==> src/rtl/serial_adder.sv <==
// Digit-serial adder: adds WIDTH-bit a + b + cin, DIGIT bits per clock, with a start/busy/done handshake.
// Optional signed-overflow output is enabled by defining SERIAL_ADDER_OVF_EN.
module serial_adder #(
    parameter int WIDTH = 8,
    parameter int DIGIT = 1
) (
    input  logic             clk,
    input  logic             rst,
    input  logic             start,
    input  logic [WIDTH-1:0] a,
    input  logic [WIDTH-1:0] b,
    input  logic             cin,
    output logic             busy,
    output logic             done,
    output logic [WIDTH-1:0] sum,
`ifdef SERIAL_ADDER_OVF_EN
    output logic             ovf,
`endif
    output logic             cout
);

    generate
        if (WIDTH < 1 || DIGIT < 1 || (WIDTH % DIGIT) != 0) begin : g_bad_cfg
            $fatal(1, "serial_adder: WIDTH must be >= 1 and a multiple of DIGIT");
        end
    endgenerate

    localparam int N     = (DIGIT > 0) ? (WIDTH / DIGIT) : 1;
    localparam int CNT_W = (N > 1) ? $clog2(N) : 1;

    localparam logic [1:0] ST_IDLE = 2'd0;
    localparam logic [1:0] ST_RUN  = 2'd1;
    localparam logic [1:0] ST_DONE = 2'd2;

    logic [1:0]       state_q, state_d;
    logic [WIDTH-1:0] a_q, a_d;
    logic [WIDTH-1:0] b_q, b_d;
    logic [WIDTH-1:0] res_q, res_d;
    logic             carry_q, carry_d;
    logic [CNT_W-1:0] cnt_q, cnt_d;
    logic [WIDTH-1:0] sum_q, sum_d;
    logic             cout_q, cout_d;

    logic [DIGIT:0]         digit_sum;
    logic [WIDTH+DIGIT-1:0] res_shift;
    logic                   last_digit;
    logic                   accept;

    // One digit of the ripple: {carry_out, digit} from the low DIGIT bits plus the stored carry.
    assign digit_sum  = {1'b0, a_q[DIGIT-1:0]} + {1'b0, b_q[DIGIT-1:0]} + {{DIGIT{1'b0}}, carry_q};
    assign res_shift  = {digit_sum[DIGIT-1:0], res_q};
    assign last_digit = (cnt_q == CNT_W'(N - 1));
    assign accept     = start && ((state_q == ST_IDLE) || (state_q == ST_DONE));

    always_comb begin
        state_d = state_q;
        a_d     = a_q;
        b_d     = b_q;
        res_d   = res_q;
        carry_d = carry_q;
        cnt_d   = cnt_q;
        sum_d   = sum_q;
        cout_d  = cout_q;
        case (state_q)
            ST_RUN: begin
                res_d   = res_shift[WIDTH+DIGIT-1:DIGIT];
                a_d     = a_q >> DIGIT;
                b_d     = b_q >> DIGIT;
                carry_d = digit_sum[DIGIT];
                cnt_d   = cnt_q + CNT_W'(1);
                if (last_digit) begin
                    state_d = ST_DONE;
                    sum_d   = res_shift[WIDTH+DIGIT-1:DIGIT];
                    cout_d  = digit_sum[DIGIT];
                end
            end
            ST_DONE: state_d = ST_IDLE;
            default: state_d = ST_IDLE;
        endcase
        if (accept) begin
            state_d = ST_RUN;
            a_d     = a;
            b_d     = b;
            carry_d = cin;
            cnt_d   = '0;
        end
    end

    always_ff @(posedge clk) begin
        if (rst) begin
            state_q <= ST_IDLE;
            a_q     <= '0;
            b_q     <= '0;
            res_q   <= '0;
            carry_q <= 1'b0;
            cnt_q   <= '0;
            sum_q   <= '0;
            cout_q  <= 1'b0;
        end else begin
            state_q <= state_d;
            a_q     <= a_d;
            b_q     <= b_d;
            res_q   <= res_d;
            carry_q <= carry_d;
            cnt_q   <= cnt_d;
            sum_q   <= sum_d;
            cout_q  <= cout_d;
        end
    end

`ifdef SERIAL_ADDER_OVF_EN
    logic ovf_q, ovf_d;
    logic msb_cin;

    // Carry into the MSB is recovered from the MSB sum bit: a ^ b ^ cin_msb = sum_msb.
    assign msb_cin = a_q[DIGIT-1] ^ b_q[DIGIT-1] ^ digit_sum[DIGIT-1];

    always_comb begin
        ovf_d = ovf_q;
        if (state_q == ST_RUN && last_digit) begin
            ovf_d = msb_cin ^ digit_sum[DIGIT];
        end
    end

    always_ff @(posedge clk) begin
        if (rst) begin
            ovf_q <= 1'b0;
        end else begin
            ovf_q <= ovf_d;
        end
    end

    assign ovf = ovf_q;
`endif

    assign busy = (state_q == ST_RUN);
    assign done = (state_q == ST_DONE);
    assign sum  = sum_q;
    assign cout = cout_q;

endmodule

==> config.mk <==
export PLATFORM = sky130hd
export DESIGN_NAME = serial_adder
export DESIGN_NICKNAME = d
export VERILOG_FILES = /design/src/rtl/serial_adder.sv
export SDC_FILE = /design/constraint.sdc
export NUM_CORES = 1
export LEC_CHECK = 0
export BUFFER_PORTS_ARGS = -buffer_cell sky130_fd_sc_hd__buf_2
export CORE_MARGIN = 5
export CORE_UTILIZATION = 40
export DETAILED_ROUTE_END_ITERATION = 7
export GPL_ROUTABILITY_DRIVEN = 0
export GPL_TIMING_DRIVEN = 0
export SLEW_MARGIN = 20
export SYNTH_ARGS = -nofsm -noshare
export SYNTH_HDL_FRONTEND = slang
export SYNTH_SLANG_ARGS = --single-unit
==> constraint.sdc <==
create_clock -name clk -period 1.45 [get_ports clk]
set_clock_uncertainty 0.15 [all_clocks]
set_input_delay 0.435 -clock clk [delete_from_list [all_inputs] [get_ports clk]]
set_output_delay 0.435 -clock clk [all_outputs]
set_load 0.005 [all_outputs]
==> impl_metrics.py <==
metrics = {
    "grt": {
        "grt_pass1_wl_um": 5830,
        "antenna_found_initial": 0,
        "top_usage_layer": "met2",
        "met3_usage_pct": 5.54,
        "grtUsageMet2_pct": 23.2,
        "grt_remaining_overflow": 0,
        "grt_max_degree": 11,
        "use_met1_pct": 18.1,
        "grt_pass1_vias": 1286,
        "grtUsageTotal_pct": 14.7,
    },
    "clocking": {
        "cts-buffers-inserted": 5,
        "cts_max_level": 2,
        "cts_root_buf": "clkbuf_8",
        "cts.sinks": 38,
        "clkTransAtPathRegs_ns": 0.06,
        "clock_latency_ns": 0.28,
        "cts_tree": "yes",
        "clock_path_buffers": 2,
    },
    "synthesis": {
        "syn-num-nets": 201,
        "synth_area_um2": 1530,
        "yosysSeqAreaShare_pct": 49.6,
        "avgSynthCellArea_um2": 8.61,
        "synthArstFlopShare_pct": 0,
        "synth-edff-count": 0,
        "yosys-top-cells-area": "dfxtp_1, nand2_1, a21oi_1, a311oi_1, nand3_1",
        "synthCells": 178,
        "yosys_most_used_dff": "dfxtp_1",
        "yosysMostFrequentCell": "nand2_1",
        "ys.warnings.count": 0,
        "synth_commonest_cells": "nand2_1, dfxtp_1, a21oi_1, nor2_1",
        "synth_largest_area_cell": "dfxtp_1",
        "ys_types": 23,
        "netlist.area_leader.share_pct": 49.6,
        "yosys_register_bits": 38,
    },
    "sta": {
        "setup_viol": 2,
        "max_freq_mhz": 622,
        "whs_ns": 0.281,
        "relSlewSlack_pct": 67.9,
        "finalCriticalPeriod_ns": 1.61,
        "rsz0062_at_grt": "yes",
        "fin_crit_sh_pct": 111,
        "tightest_slew_ns": 0.482,
        "drv_slew": 0,
        "hold_violations": 0,
        "worst_slack_ns": -0.158,
    },
    "critical_path": {
        "cp_max_fo": 2,
        "max_stage_delay_ns": 0.32,
        "start_kind": "flip-flop",
        "crit_slowest_cell": "dfxtp_2",
        "reg2reg_setup_slack_ns": 0.06,
        "reg2reg_depth": 6,
        "r2r-start": "state_q[1]",
        "endpoint_kind": "primary output",
        "crit_buf_inv": 3,
        "crit_arrival_ns": 1.02,
        "required_ns": 0.87,
        "path_delay_family": "flip-flops",
        "criticalPathCategory": "flip-flop to primary output",
        "r2r_end": "carry_q",
        "crit_chain": "nand2b_4 -> clkinv_8 -> buf_8 -> buf_6",
    },
    "final_layout": {
        "regArea_um2": 767,
        "n_fill_cell": 370,
        "drive_above_1_share_pct": 31.8,
        "syn2layout_area_growth_pct": 30.3,
        "n_antenna_cell": 0,
        "fin_area_um2": 2000,
        "layout.nets": 244,
        "multiInputGateArea_um2": 724,
    },
    "die": {
        "die_y_um": 71.9,
        "die_w_um": 71.9,
        "start_util_pct": 41.6,
        "ios": 31,
        "die-area_um2": 5170,
        "floorplan.core_area_um2": 3690,
        "placementRows": 22,
    },
    "run_status": {
        "violations": "negative setup slack",
        "status": "finished with violations",
    },
    "placement": {
        "portBuffers": 29,
        "hpwl_um": 2440,
        "place_ws_ns": -0.197,
        "dpl-instance-area_um2": 1740,
    },
    "min_path": {
        "min_path_type": "input pin to flip-flop",
        "hold_start": "cin",
        "min_path_cells": 3,
        "hold_end": "carry_q",
    },
    "power": {
        "fin_total_pwr_mw": 2.13,
        "powerDensity_nw_per_um2": 1070,
        "vdd_drop_max_uv": 597,
        "p_leak_nw": 0.794,
    },
    "drt": {
        "wirelength_um": 3600,
        "wl_per_cell_um": 13.4,
        "drtPass1Iterations": 4,
        "drt_iter0_markers": 93,
        "drcViolationCount": 0,
        "ant_nets": 0,
        "routed-via-count": 1368,
        "vias_per_cell": 5.10,
    },
    "job": {
        "maxCapViolations": 0,
    },
}
area by class of cell:
class	count	area share, %
buffer	14	5.51
clock buffer	6	4.14
inverter	1	0.815
multi-input combinational	124	36.3
sequential	38	38.4
tap	48	3.01
timing repair buffer	37	11.8
state kept, by name, summed over array words and instances, names as in the netlist:
register / count
cnt_q: 3
b_q: 8
cout: 1
carry_q: 1
res_q: 7
a_q: 8
sum: 8
state_q: 2
cells by family (layout without fill, tap and decap cells):
family / count (synthesis) / after routing / share of synthesized area (%)
buffers and inverters: 16 / 58 / 6.37
DFF: 38 / 38 / 49.6
adders and majority gates: 3 / 3 / 2.94
xor gates and xnor gates: 1 / 1 / 0.572
muxes: 4 / 4 / 2.61
AOI/OAI and AO/OA: 34 / 34 / 15.1
and+or+nand+nor: 82 / 82 / 22.8
worst max path at each step:
stage / start / to / slack (ns) / cells after the start
3_5_place_dp: rst / sum[2] / -0.20 / 3
6_report: state_q[1] / busy / -0.16 / 4
3_3_place_gp: state_q[0] / busy / -0.16 / 5
4_1_cts: state_q[1] / busy / -0.23 / 5
2_1_floorplan: state_q[1] / busy / 0.08 / 4
5_1_grt: state_q[1] / busy / -0.21 / 4
tightest hold or removal path: stages:
cell     delay (ns)
buf_2          0.08
a22oi_2        0.05
a21oi_1        0.11
where the power goes:
part / leakage, nW / switching (mW) / internal, mW
clock network: 0.0431 / 0.327 / 0.366
logic: 0.439 / 0.165 / 0.145
registers: 0.312 / 0.0311 / 1.09
what timing repair did:
item | CTS | global route
hold buffers | 0 | 0
pin swaps | 2 | 4
setup endpoints to repair | 12 | 32
gates cloned | 0 | 1
endpoints found under the hold margin | 0 | 0
setup buffers | 6 | 2
resized for setup | 14 | 18
metal layers:
metal  vias to the layer above  part of all wire (%)
li1                        690                     -
met3                         4                   6.0
met4                         0                   1.0
met2                        34                    49
met5                         -                     0
met1                       640                    44
placed cells by master, fill, tap and decap left out, types with 6 or more instances in the layout:
master	count
buf_2	31
buf_4	8
nor3_1	9
clkbuf_8	6
nand2_1	43
a311oi_1	6
a21oi_1	16
nand3_1	11
dfxtp_1	35
nor2_1	12
stage by stage:
stage | util (%) | setup TNS (ns) | cells
floorplan | - | 0 | 178
detailed placement | 47.1 | -3.93 | 255
CTS | 52.1 | -0.398 | 267
finish | 54.1 | -0.240 | 268
global placement | 47.1 | -3.31 | 255
global route | 54.1 | -0.365 | 268
Note: power is estimated with default switching activity, not from simulation.
